==> src/rtl/trig_lv1b_merge_pkg.sv <==
//==============================================================================
// Module : trig_cdt_pkg
// Brief  : Shared types and constants for the LV1B merge and tag serialiser.
// Rev    : 1.0
//==============================================================================
`default_nettype none

package trig_cdt_pkg;

  localparam int N_TYPE_DEF = 8;
  localparam int EVT_W_DEF  = 16;

  localparam logic [31:0] CNT_SAT = 32'hFFFF_FFFF;

  typedef enum logic [1:0] {
    IDLE    = 2'd0,
    SHIFT   = 2'd1,
    HOLDOFF = 2'd2
  } state_t;

  // Start bit, event number, then the type word.
  function automatic int FRAME_LEN(input int evt_w, input int n_type);
    return 1 + evt_w + n_type;
  endfunction

endpackage

`default_nettype wire

==> src/rtl/trig_lv1b_merge_if.sv <==
//==============================================================================
// Module : trig_lv1b_merge_if
// Brief  : Trigger-type pulses in, accept and serial tag frame out.
// Rev    : 1.0
//==============================================================================
`default_nettype none

interface trig_lv1b_merge_if
  import trig_cdt_pkg::*;
#(
  parameter int N_TYPE = N_TYPE_DEF
);

  logic [N_TYPE-1:0] in_scaled;
  logic [N_TYPE-1:0] in_raw;
  logic              in_busy;
  logic              out_lv1b;
  logic [N_TYPE-1:0] out_trig_type;
  logic              out_ser_data;
  logic              out_ser_frame;

  modport master (
    output in_scaled,
    output in_raw,
    output in_busy,
    input  out_lv1b,
    input  out_trig_type,
    input  out_ser_data,
    input  out_ser_frame
  );

  modport slave (
    input  in_scaled,
    input  in_raw,
    input  in_busy,
    output out_lv1b,
    output out_trig_type,
    output out_ser_data,
    output out_ser_frame
  );

endinterface

`default_nettype wire

==> src/rtl/trig_lv1b_merge_ser_tx.sv <==
//==============================================================================
// Module : trig_ser_tx
// Brief  : Parallel-load MSB-first shifter; frame high for the full word.
// Rev    : 1.0
//==============================================================================
`default_nettype none

module trig_ser_tx
  import trig_cdt_pkg::*;
#(
  parameter int FRAME_W = FRAME_LEN(EVT_W_DEF, N_TYPE_DEF)
) (
  input  wire logic               clk,
  input  wire logic               rst_n,
  input  wire logic               i_load,
  input  wire logic [FRAME_W-1:0] i_frame_word,
  output logic                    o_ser_data,
  output logic                    o_ser_frame,
  output logic                    o_done
);

  localparam int                c_cnt_w = $clog2(FRAME_W);
  localparam logic [c_cnt_w-1:0] c_last = c_cnt_w'(FRAME_W - 1);

  logic [FRAME_W-1:0] r_shift;
  logic [c_cnt_w-1:0] r_cnt;
  logic               r_frame;

  always_ff @(posedge clk or negedge rst_n) begin
    if (!rst_n) begin
      r_shift <= '0;
      r_cnt   <= '0;
      r_frame <= 1'b0;
    end else if (i_load) begin
      r_shift <= i_frame_word;
      r_cnt   <= c_last;
      r_frame <= 1'b1;
    end else if (r_frame) begin
      if (r_cnt == '0) begin
        r_frame <= 1'b0;
        r_shift <= '0;
      end else begin
        r_shift <= {r_shift[FRAME_W-2:0], 1'b0};
        r_cnt   <= r_cnt - 1'b1;
      end
    end
  end

  assign o_ser_data  = r_frame & r_shift[FRAME_W-1];
  assign o_ser_frame = r_frame;
  assign o_done      = r_frame & (r_cnt == '0);

endmodule

`default_nettype wire

==> src/rtl/trig_lv1b_merge.sv <==
//==============================================================================
// Module : trig_lv1b_merge
// Brief  : Merges per-type LV1B pulses into one accept with serial tag frame,
//          hold-off and live-period counters. Optional raw monitor counter
//          enabled by macro TRIG_LV1B_RAW_MON_EN.
// Rev    : 1.0
//==============================================================================
`default_nettype none

module trig_lv1b_merge
  import trig_cdt_pkg::*;
#(
  parameter int N_TYPE = N_TYPE_DEF,
  parameter int EVT_W  = EVT_W_DEF
) (
  input  wire logic              clk,
  input  wire logic              rst_n,
  input  wire logic              in_live,
  input  wire logic [N_TYPE-1:0] user_type_mask,
  input  wire logic [15:0]       user_holdoff,
  trig_lv1b_merge_if.slave       bus,
  output logic [31:0]            lv1b_cnt,
`ifdef TRIG_LV1B_RAW_MON_EN
  output logic [31:0]            raw_cnt,
`endif
  output logic [31:0]            lost_cnt
);

  localparam int c_frame_w = FRAME_LEN(EVT_W, N_TYPE);

  state_t              r_state;
  logic                r_live_q;
  logic                r_lv1b;
  logic [N_TYPE-1:0]   r_trig_type;
  logic [15:0]         r_hold;
  logic [31:0]         r_lv1b_cnt;
  logic [31:0]         r_lost_cnt;

  logic                w_live_edge;
  logic [N_TYPE-1:0]   w_type;
  logic                w_req;
  logic                w_accept;
  logic                w_lost_inc;
  logic [31:0]         w_lv1b_base;
  logic [31:0]         w_lost_base;
  logic [c_frame_w-1:0] w_frame_word;
  logic                w_tx_done;

  // Counter clear on the live edge takes effect before any same-cycle increment.
  assign w_live_edge  = in_live & ~r_live_q;
  assign w_type       = bus.in_scaled & user_type_mask;
  assign w_req        = in_live & (|w_type);
  assign w_accept     = (r_state == IDLE) & w_req & ~bus.in_busy;
  assign w_lost_inc   = w_req & ~w_accept;
  assign w_lv1b_base  = w_live_edge ? 32'd0 : r_lv1b_cnt;
  assign w_lost_base  = w_live_edge ? 32'd0 : r_lost_cnt;
  assign w_frame_word = {1'b1, w_lv1b_base[EVT_W-1:0], w_type};

  trig_ser_tx #(
    .FRAME_W (c_frame_w)
  ) u_ser_tx (
    .clk          (clk),
    .rst_n        (rst_n),
    .i_load       (w_accept),
    .i_frame_word (w_frame_word),
    .o_ser_data   (bus.out_ser_data),
    .o_ser_frame  (bus.out_ser_frame),
    .o_done       (w_tx_done)
  );

  always_ff @(posedge clk or negedge rst_n) begin
    if (!rst_n) begin
      r_state     <= IDLE;
      r_live_q    <= 1'b0;
      r_lv1b      <= 1'b0;
      r_trig_type <= '0;
      r_hold      <= '0;
      r_lv1b_cnt  <= '0;
      r_lost_cnt  <= '0;
    end else begin
      r_live_q   <= in_live;
      r_lv1b     <= 1'b0;
      r_lv1b_cnt <= w_lv1b_base + {31'd0, w_accept};
      r_lost_cnt <= (w_lost_inc && (w_lost_base != CNT_SAT)) ? w_lost_base + 32'd1
                                                            : w_lost_base;
      case (r_state)
        IDLE: begin
          if (w_accept) begin
            r_lv1b      <= 1'b1;
            r_trig_type <= w_type;
            r_state     <= SHIFT;
          end
        end
        SHIFT: begin
          if (w_tx_done) begin
            // Hold-off length is captured here; later changes wait for the next frame.
            if (user_holdoff != 16'd0) begin
              r_hold  <= user_holdoff - 16'd1;
              r_state <= HOLDOFF;
            end else begin
              r_state <= IDLE;
            end
          end
        end
        HOLDOFF: begin
          if (r_hold == 16'd0) begin
            r_state <= IDLE;
          end else begin
            r_hold <= r_hold - 16'd1;
          end
        end
        default: r_state <= IDLE;
      endcase
    end
  end

  assign bus.out_lv1b      = r_lv1b;
  assign bus.out_trig_type = r_trig_type;
  assign lv1b_cnt          = r_lv1b_cnt;
  assign lost_cnt          = r_lost_cnt;

`ifdef TRIG_LV1B_RAW_MON_EN
  logic [31:0] r_raw_cnt;
  logic [31:0] w_raw_base;
  logic        w_raw_hit;

  assign w_raw_base = w_live_edge ? 32'd0 : r_raw_cnt;
  assign w_raw_hit  = in_live & (|(bus.in_raw & user_type_mask));

  always_ff @(posedge clk or negedge rst_n) begin
    if (!rst_n) begin
      r_raw_cnt <= '0;
    end else begin
      r_raw_cnt <= (w_raw_hit && (w_raw_base != CNT_SAT)) ? w_raw_base + 32'd1
                                                        : w_raw_base;
    end
  end

  assign raw_cnt = r_raw_cnt;
`else
  logic w_unused_raw;
  assign w_unused_raw = ^bus.in_raw;
`endif

endmodule

`default_nettype wire

==> src/flat_wrapper.sv <==
// flat-port wrapper written by rule: the top's interface ports become plain ports
module trig_lv1b_merge_flat import trig_cdt_pkg::*;
#(
  parameter int N_TYPE = N_TYPE_DEF,
  parameter int EVT_W  = EVT_W_DEF
)
  (clk, rst_n, in_live, user_type_mask, user_holdoff, lv1b_cnt, lost_cnt, bus_in_scaled, bus_in_raw, bus_in_busy, bus_out_lv1b, bus_out_trig_type, bus_out_ser_data, bus_out_ser_frame);
  trig_lv1b_merge_if #(.N_TYPE(N_TYPE)) bus_i ();
  input  wire logic clk;
  input  wire logic rst_n;
  input  wire logic in_live;
  input  wire logic [N_TYPE-1:0] user_type_mask;
  input  wire logic [15:0] user_holdoff;
  output logic [31:0] lv1b_cnt;
  output logic [31:0] lost_cnt;
  input wire logic [$bits(bus_i.in_scaled)-1:0] bus_in_scaled;
  input wire logic [$bits(bus_i.in_raw)-1:0] bus_in_raw;
  input wire logic [$bits(bus_i.in_busy)-1:0] bus_in_busy;
  output wire logic [$bits(bus_i.out_lv1b)-1:0] bus_out_lv1b;
  output wire logic [$bits(bus_i.out_trig_type)-1:0] bus_out_trig_type;
  output wire logic [$bits(bus_i.out_ser_data)-1:0] bus_out_ser_data;
  output wire logic [$bits(bus_i.out_ser_frame)-1:0] bus_out_ser_frame;
  assign bus_i.in_scaled = bus_in_scaled;
  assign bus_i.in_raw = bus_in_raw;
  assign bus_i.in_busy = bus_in_busy;
  assign bus_out_lv1b = bus_i.out_lv1b;
  assign bus_out_trig_type = bus_i.out_trig_type;
  assign bus_out_ser_data = bus_i.out_ser_data;
  assign bus_out_ser_frame = bus_i.out_ser_frame;
  trig_lv1b_merge #(.N_TYPE(N_TYPE), .EVT_W(EVT_W)) u_core (.clk(clk), .rst_n(rst_n), .in_live(in_live), .user_type_mask(user_type_mask), .user_holdoff(user_holdoff), .bus(bus_i), .lv1b_cnt(lv1b_cnt), .lost_cnt(lost_cnt));
endmodule
==> config.mk <==
export PLATFORM = sky130hd
export DESIGN_NAME = trig_lv1b_merge_flat
export DESIGN_NICKNAME = d
export VERILOG_FILES = /design/src/rtl/trig_lv1b_merge_pkg.sv /design/src/rtl/trig_lv1b_merge_if.sv /design/src/rtl/trig_lv1b_merge_ser_tx.sv /design/src/rtl/trig_lv1b_merge.sv /design/src/flat_wrapper.sv
export SDC_FILE = /design/constraint.sdc
export NUM_CORES = 1
export LEC_CHECK = 0
export BUFFER_PORTS_ARGS = -buffer_cell sky130_fd_sc_hd__buf_2
export CAP_MARGIN = 10
export CORE_MARGIN = 3
export CORE_UTILIZATION = 57
export CTS_CLUSTER_DIAMETER = 50
export DETAILED_ROUTE_END_ITERATION = 16
export GPL_TIMING_DRIVEN = 0
export HOLD_SLACK_MARGIN = 0.12
export PLACE_DENSITY = 0.81
export SLEW_MARGIN = 15
export SYNTH_ARGS = -nofsm -noshare
export SYNTH_HDL_FRONTEND = slang
export SYNTH_HIERARCHICAL = 1
export SYNTH_SLANG_ARGS = --single-unit
==> constraint.sdc <==
create_clock -name clk -period 3.3 [get_ports clk]
set_input_delay 0.165 -clock clk [delete_from_list [all_inputs] [get_ports clk]]
set_output_delay 0.165 -clock clk [all_outputs]
set_load 0.01 [all_outputs]
Word level (Yosys, flattened, before mapping)
Index checks and enable logic that the tools add are counted.
{ "totals": {"regBits": 123, "in_bits": 44, "output_inout_bits": 75} }
{ "op_classes": {"n_addsub": 5, "eq_ne": 9, "muxes": 23, "bitwise_logic": 11, "n_reduce_logical": 12} }
{ "ops": {"columns": ["operator", "count"], "rows": [
  ["two-way mux 32 bit", 3],
  ["two-way mux 25 bit", 3],
  ["two-way mux 16 bit", 3],
  ["adder 32 x 1 -> 32 bit", 1],
  ["adder 32 x 1 -> 32 bit (second input constant)", 1],
  ["inequality test 32 bit (second input constant)", 1],
  ["one-hot mux 16 bit (2 select lines)", 1],
  ["subtractor 16 x 1 -> 16 bit (second input constant)", 2],
  ["logical NOT 16 bit", 1],
  ["nonzero test 16 bit", 1],
  ["two-way mux 5 bit", 3],
  ["AND 8 bit", 1],
  ["two-way mux 2 bit", 4],
  ["inequality test 2 x 1 -> 1 bit (second input constant)", 4],
  ["OR reduction 8 bit", 1],
  ["AND 1 bit", 7],
  ["one-hot mux 2 bit (3 select lines)", 1],
  ["logical NOT 5 bit", 1],
  ["two-way mux 1 bit", 5],
  ["subtractor 5 x 1 -> 5 bit (second input constant)", 1],
  ["inequality test 2 bit (second input constant)", 2],
  ["AND reduction 2 bit", 2],
  ["AND reduction 4 bit", 1],
  ["nonzero test 2 bit", 2],
  ["6 further kinds", 8]
]} }

Depth between registers and ports, before layout
Gate-level depths: netlist of the first run.
{ "logic_depth": {"depth_word": 9, "depth_mapped": 13} }

By module
Netlist of the first run, hierarchy kept.
{ "by_module_without_submodules": {"columns": ["mod", "n_inst", "cells_each", "area_each_um2", "seq_area_each_um2"], "rows": [
  ["trig_lv1b_merge", 1, 585, 5222.5, 2302.2],
  ["trig_ser_tx", 1, 144, 1507.7, 775.7]
]} }

Least setup slack after synthesis of the first run
OpenSTA, ideal clock, no wires.
{ "synth_timing": {"kind": "flip-flop to flip-flop", "startpoint": "register u_core.r_state[0]", "endpoint": "register u_core.r_lv1b_cnt[31], in the netlist u_core/lv1b_cnt[31]", "setup_time_ns": 0.132, "arrival_ns": 2.898, "required_ns": 3.168, "setup_slack_ns": 0.270, "path_stages_with_launch": 12, "path_buffers": 1, "cell_sequence": "dfrtp_1 > nor3_1 > o211ai_1 > clkbuf_1 > inv_1 > ha_1 > and3_1 > nand4_1 > nor4_1 > nand4_1 > xor2_1 > nor2_1"} }
{ "synth_via": {"elab_chain_cells": 4} }
{ "synth_lines": {"columns": ["item", "line_no", "rtl"], "rows": [
  ["from (decl)", "trig_lv1b_merge.sv:31", "state_t r_state;"],
  ["from (signal assigned)", "trig_lv1b_merge.sv:73", "r_state <= IDLE;"],
  ["from (signal assigned)", "trig_lv1b_merge.sv:91", "r_state <= SHIFT;"],
  ["from (signal assigned)", "trig_lv1b_merge.sv:99", "r_state <= HOLDOFF;"],
  ["logical NOT 2 bit", "trig_lv1b_merge.sv:53", "assign w_accept = (r_state == IDLE) & w_req & ~bus.in_busy;"],
  ["AND 1 bit (2 in series)", "trig_lv1b_merge.sv:53", null],
  ["named net u_core.w_accept", "trig_lv1b_merge.sv:42", "logic w_accept;"],
  ["adder 32 x 1 -> 32 bit", "trig_lv1b_merge.sv:83", "r_lv1b_cnt <= w_lv1b_base + {31'd0, w_accept};"],
  ["to (signal assigned)", "trig_lv1b_merge.sv:83", null],
  ["to (decl)", "trig_lv1b_merge.sv:36", "logic [31:0] r_lv1b_cnt;"]
]} }
The timed path passes the listed nets, and every way through them passes these cells.
A chain may end at the register's enable or synchronous reset.

Worst setup path in the final report of the first run
{ "layout_timing": {"startpoint": "register u_core.r_state[0]", "endpoint": "register u_core.r_hold[14]"} }
{ "layout_via": {"elab_chain_cells": 3} }
{ "layout_lines": {"columns": ["item", "line_no", "rtl"], "rows": [
  ["== test 2 bit or == test 2 x 1 -> 1 bit (tied branches)", "trig_lv1b_merge.sv:86", "case (r_state)"],
  ["inequality test 2 bit (no line) (tied with other cells)", null, null],
  ["AND reduction 4 bit (no line)", null, null],
  ["to (signal assigned)", "trig_lv1b_merge.sv:98", "r_hold <= user_holdoff - 16'd1;"],
  ["to (signal assigned)", "trig_lv1b_merge.sv:109", "r_hold <= r_hold - 16'd1;"],
  ["to (decl)", "trig_lv1b_merge.sv:35", "logic [15:0] r_hold;"]
]} }
Several ways; a longest one is shown, not always the timed one.

==> impl_results.md, run 1 <==
* Synth cell count leaders: dfrtp_1 (123), nor2_1 (75), nand2_1 (73)
* Hold Vio Cnt, Final at 0
* Dpl ws at -0.769 ns
* Fin. max-slew vios at 0
* Slew margin rel. at 0.492
* First-pass GRT wire length at 30900 µm
* Top cells by area, synth: dfrtp_1 (46%), nor2_1 (4.2%), nand2_1 (4.1%), xnor2_1 (3.8%), o21ai_0 (3.3%)
* Status: finished clean
* Io pins at 119
* Die Height at 115 µm
* CTS sink count at 123
* Static leakage at 3.94 nW
* Fmax at 316 MHz
* Worst setup path category: reg2reg
* Ys async rst share at 1.00
* Fin crit share at 0.959
* Top Family by Delay on Critical Path: simple AND/OR/NAND/NOR gates
* Skew-Pair Late Insertion Delay at 0.42 ns
* WL per Instance at 18.4 µm
* Post-synth EDFFs at 0
* Post-route ant nets at 0
* Mapped Cells at 729
* Antenna violations before repair at 0
* Worst path max stage delay at 0.47 ns
* Crit path time final at 3.17 ns
* Yosys reg bits at 123
* Yosys top cell area share at 0.457
* Worst hold path class: in2reg
* Die area at 13100 µm²
* Row cnt at 39
* Mapped Area at 6730 µm²
* Worst Tran Pin Value at 0.758 ns
* Endpoints failing setup at 0
* Setup Skew at 0.00818 ns
* Synth Warn # at 6
* Max-cap violations at 0
* Cells along the critical path: nor2b_1, clkbuf_4, buf_4, clkbuf_4, mux2i_1, ha_1, o211ai_1, or3_4, or3_1, a2111oi_2, nor3_1
* Required time of the critical path at 3.59 ns
* Slowest CP cell: dfrtp_2
* Pin count of the biggest net entering global routing at 73
* Vias in the first global route at 6281
* Bufs and invs on worst path at 3
* Startpoint Class: register
* Die X at 115 µm
* Pwr dens at 631 nW/µm²
* Post-detailed-routing wire length at 19200 µm
* Layout cells sized above 1 at 0.222
* Root buf cell: clkbuf_16
* Setup slack after layout at 0.134 ns
* Number of library cell types mapped by synthesis at 69
* Nets at 935
* Router iterations before antenna repair at 5
* Top cell by count, worst path: clkbuf_4
* Synth area leader: dfrtp_1
* Worst endpoint data arrival time at 3.46 ns
* CTS tree: yes
* Clock buffer depth at 2
* Overflow after GRT at 0
* Routed via count at 6394
* DRC viols at 0
* Setup crit end kind: register
* Worst hold margin at 0.132 ns
* Cell Count, Final, Fillers Out at 1042
* Core box area at 11500 µm²
* Diodes inserted at 0
* All-Layer GR Usage at 0.297
* Maximum VDD drop at 0.586 mV
* PortBufs at 110
* GP Congestion at 0.883
* Layout area overhead at 26.2%
* H-Tree Depth at 4
* Syn nets at 778
* Tot Pwr at 5.36 mW
* Placed wire-length estimate at 12600 µm
* Dominant synthesized flop cell: dfrtp_1
* Via density at 6.14
* CTS Buf Count at 17
* Starting density of the core at 0.587
* Count leader, synth: dfrtp_1
* Seq/Total Area, Yosys at 0.457
* Crit path max fanout at 10
* Cell count after placement at 983
* Initial drt markers at 758
* Reg clk slew, reported paths at 0.06 ns
* Average size of a mapped cell at 9.23 µm²
* Total Neg Setup Slack at 0 ns
## layout by cell type (no fill, tap or decap), types with 4 or more instances in the layout
| cell type | count |
|---|---|
| nor4_1 | 14 |
| and3_1 | 14 |
| a21oi_1 | 23 |
| xnor2_1 | 29 |
| nor2_1 | 75 |
| dlygate4sd3_1 | 22 |
| mux2i_1 | 9 |
| ha_1 | 5 |
| clkbuf_4 | 4 |
| buf_4 | 8 |
| o211ai_1 | 6 |
| or3_1 | 7 |
| clkbuf_1 | 16 |
| buf_6 | 5 |
| a2bb2oi_1 | 20 |
| clkbuf_16 | 17 |
| a311oi_1 | 4 |
| bufinv_16 | 4 |
| mux2_2 | 5 |
| o21ai_0 | 45 |
| nand3_1 | 26 |
| nand4_1 | 20 |
| o21a_1 | 5 |
| dfrtp_1 | 121 |
| and2_1 | 19 |
| a211oi_1 | 6 |
| buf_2 | 111 |
| or4_1 | 5 |
| xor2_1 | 25 |
| inv_1 | 19 |
| nand2b_1 | 33 |
| and4_1 | 6 |
| clkbuf_2 | 5 |
| nand2_1 | 73 |
| nor3_1 | 20 |
| inv_6 | 4 |
## worst register-to-register path, cell delays in order (launching register included)
cell       delay [ns]
dfrtp_2          0.47
nor2b_1          0.13
clkbuf_4         0.19
buf_4            0.20
clkbuf_4         0.24
mux2i_1          0.21
ha_1             0.22
o211ai_1         0.21
or3_4            0.40
or3_1            0.44
a2111oi_2        0.23
nor3_1           0.09
## cells by family after synthesis
family | after synthesis | share of synthesized area
AOI/OAI and AO/OA | 133 | 0.131
xor gates and xnor gates | 54 | 0.0703
adders and majority gates | 5 | 0.00930
buffers and inverters | 54 | 0.0364
DFF | 123 | 0.457
muxes | 16 | 0.0255
other | 1 | 0.000557
and+or+nand+nor | 343 | 0.270
## metal layers
metal  vias up  track usage  part of all wire
met5         -            0                 0
met4         0        0.113             0.021
met3        51       0.0729             0.075
met2       309        0.497              0.50
met1      3122        0.373              0.40
li1       2912            -                 -
## worst paths after layout
path	slack [ns]	start	to	cells past startpoint
max	0.13	u_core/r_state[0]	u_core/r_hold[14]	11
min	0.13	user_holdoff[0]	u_core/r_hold[0]	4
min in group asynchronous	0.27	rst_n	u_core/lost_cnt[20]	2
max reg2reg	0.13	u_core/r_state[0]	u_core/r_hold[14]	11
max in group asynchronous	2.33	rst_n	u_core/u_ser_tx/r_shift[22]	3
min reg2reg	0.51	u_core/bus.out_trig_type[2]	u_core/bus.out_trig_type[2]	2
## sequential cells by signal, indices dropped and copies added (netlist names)
name,count
u_core/bus.out_lv1b,1
u_core/bus.out_trig_type,8
u_core/lost_cnt,32
u_core/lv1b_cnt,32
u_core/r_hold,16
u_core/r_live_q,1
u_core/r_state,2
u_core/u_ser_tx/o_ser_frame,1
u_core/u_ser_tx/r_cnt,5
u_core/u_ser_tx/r_shift,25
## stage by stage
| stage | instance area [µm²] | util |
|---|---|---|
| final | 8500 | 0.741 |
| after global routing | 8500 | 0.741 |
| after CTS | 8420 | 0.735 |
| after detailed placement | 7490 | 0.653 |
| after global placement | 7460 | 0.651 |
| after floorplan | 6730 | - |
## layout make-up
| cell class | instances | area [µm²] |
|---|---|---|
| fill | 802 | 2970 |
| multi-input combinational | 552 | 3480 |
| inverter | 19 | 71.3 |
| clock buffer | 20 | 467 |
| buffer | 35 | 196 |
| clock inverter | 12 | 184 |
| sequential | 123 | 3080 |
| tap | 143 | 179 |
| timing repair buffer | 138 | 842 |
## report_power, final
group          switching, mW  internal (mW)
clock network          0.702           1.33
registers              0.267           1.82
logic                  0.693          0.546
## what timing repair did
action	CTS	global route
endpoints found under the setup margin	36	24
hold buffers	22	0
gates resized for setup	13	16
cloned	0	0
buffers inserted	1	4
endpoints found under the hold margin	65	0
pin swaps	2	3
Power figures use the tool's default switching activity.
==> run 2, diff against run 1 <==
MAX_ROUTING_LAYER = met4   (was unset)
RECOVER_POWER = 100   (was unset)
==> impl_results.md, run 2 (synthesis results as in run 1) <==
* GP Congestion at 0.887
* Startpoint Class: register
* Filler cells at 850
* Commonest non-fill, non-tap cell in the layout: dfrtp_1
* Maximum VDD drop at 0.496 mV
* Post-route core utilization at 0.730
* Via density at 6.19
* Vias in the first global route at 6444
* Layout area overhead at 24.3%
* All-Layer GR Usage at 0.315
* Status: finished, violations left
* First-pass GRT wire length at 31600 µm
* Io pins at 119
* Post-detailed-routing wire length at 19500 µm
* Fin crit share at 0.954
* CTS Buf Count at 17
* Required time of the critical path at 3.60 ns
* RSZ-0062 raised after global routing: yes
* Cell count after placement at 983
* Root buf cell: clkbuf_16
* Worst setup path category: reg2reg
* Worst Tran Pin Value at 1.53 ns
* Static leakage at 3.59 nW
* Fmax at 318 MHz
* Cell Count, Final, Fillers Out at 1045
* Setup crit end kind: register
* Max-cap violations at 1
* Bufs and invs on worst path at 3
* Endpoints failing setup at 0
* Worst path max stage delay at 0.46 ns
* Die area at 13100 µm²
* Fin. max-slew vios at 63
* Overflow after GRT at 0
* Core box area at 11500 µm²
* Worst hold margin at 0.141 ns
* Placed wire-length estimate at 12500 µm
* Worst endpoint data arrival time at 3.45 ns
* Die Height at 115 µm
* CTS sink count at 123
* Skew-Pair Late Insertion Delay at 0.43 ns
* R2R Path Start: u_core/r_state[0]
* Top Family by Delay on Critical Path: simple AND/OR/NAND/NOR gates
* Row cnt at 39
* Commonest cells after routing, fill and taps aside: dfrtp_1 (121), clkbuf_1 (95), nor2_1 (75)
* CP startpoint: u_core/r_state[0]
* Router iterations before antenna repair at 6
* Pwr dens at 646 nW/µm²
* Antenna violations before repair at 0
* Layout cells sized above 1 at 0.134
* CTS tree: yes
* Nets at 938
* Hold Startpoint: user_holdoff[9]
* Cells along the critical path: nor2b_1, clkbuf_4, buf_4, clkbuf_4, mux2i_1, ha_2, o211ai_1, or3_1, or3_1, a2111oi_2, nor3_1
* Initial drt markers at 740
* H-Tree Depth at 4
* Clock buffer depth at 2
* Slew margin rel. at -0.0193
* Setup Skew at 0.00588 ns
* Starting density of the core at 0.587
* WL per Instance at 18.6 µm
* Pin count of the biggest net entering global routing at 63
* Die X at 115 µm
* Worst hold path class: in2reg
* DRC viols at 0
* Hold Vio Cnt, Final at 0
* Total Neg Setup Slack at 0 ns
* Routed via count at 6470
* Diodes inserted at 0
* Post-route ant nets at 0
* PortBufs at 110
* Failing checks: capacitance limit, slew limit
* Crit path time final at 3.15 ns
* Crit path max fanout at 10
* Slowest CP cell: dfrtp_2
* Reg clk slew, reported paths at 0.06 ns
## run 2: cell count changes in the layout (fill, tap and decap cells not counted), sizes merged
| cell | delta |
|---|---|
| clkinvlp | +1 |
| clkbuf | +76 |
| bufinv | +1 |
| inv | +1 |
| buf | -76 |
## run 2: worst register-to-register path: stages, from the launching register on
cell and delay, ns:
dfrtp_2 0.46, nor2b_1 0.16, clkbuf_4 0.21, buf_4 0.20
clkbuf_4 0.23, mux2i_1 0.22, ha_2 0.23, o211ai_1 0.18
or3_1 0.40, or3_1 0.43, a2111oi_2 0.23, nor3_1 0.09
## run 2: stage by stage
stage,instance area (µm²),total power [mW],setup slack (ns)
finish,8370,5.40,0.151
global route,8370,5.66,-0.0278
detailed placement,7500,3.25,-0.662
floorplan,6730,2.84,0.270
CTS,8450,5.39,0.0315
global placement,7460,3.18,-0.713
## run 2: path summary, 6_finish.rpt
path | depth (start not counted) | slack (ns) | end
worst max-delay path | 11 | 0.15 | u_core/r_hold[14]
worst min-delay path | 3 | 0.14 | u_core/r_hold[9]
worst max register to register | 11 | 0.15 | u_core/r_hold[14]
worst min register to register | 2 | 0.51 | u_core/bus.out_trig_type[5]
max in group asynchronous | 3 | 0.55 | u_core/u_ser_tx/r_shift[17]
min in group asynchronous | 2 | 0.64 | u_core/lost_cnt[21]
## run 2: layer usage
metal  up-vias  wire (µm)  GRT usage
met5         -          0          -
met4         0        548      0.143
met3        56       1290     0.0708
met2       321       9790      0.504
met1      3181       7830      0.383
li1       2912          -          -
## run 2: cell type report
cell class	count	area, µm²	area share
Multi-Input combinational cell	552	3450	0.413
Sequential cell	123	3080	0.368
Timing Repair Buffer	141	738	0.0882
Clock buffer	17	425	0.0508
Clock inverter	15	236	0.0283
Buffer	35	184	0.0220
Tap cell	143	179	0.0214
Inverter	19	71.3	0.00852
## run 2: where the power goes
group	switching, mW	internal (mW)	total, mW
logic	0.697	0.511	1.21
clock network	0.751	1.35	2.11
registers	0.269	1.82	2.09
## run 2: repair_timing
action                                  4_1_cts  5_1_grt
pin swaps                                     2        2
gates cloned                                  0        0
endpoints found under the hold margin        77        0
gates resized for setup                      12       11
hold buffers                                 22        0
endpoints found under the setup margin       39       23
buffers inserted                              3        5
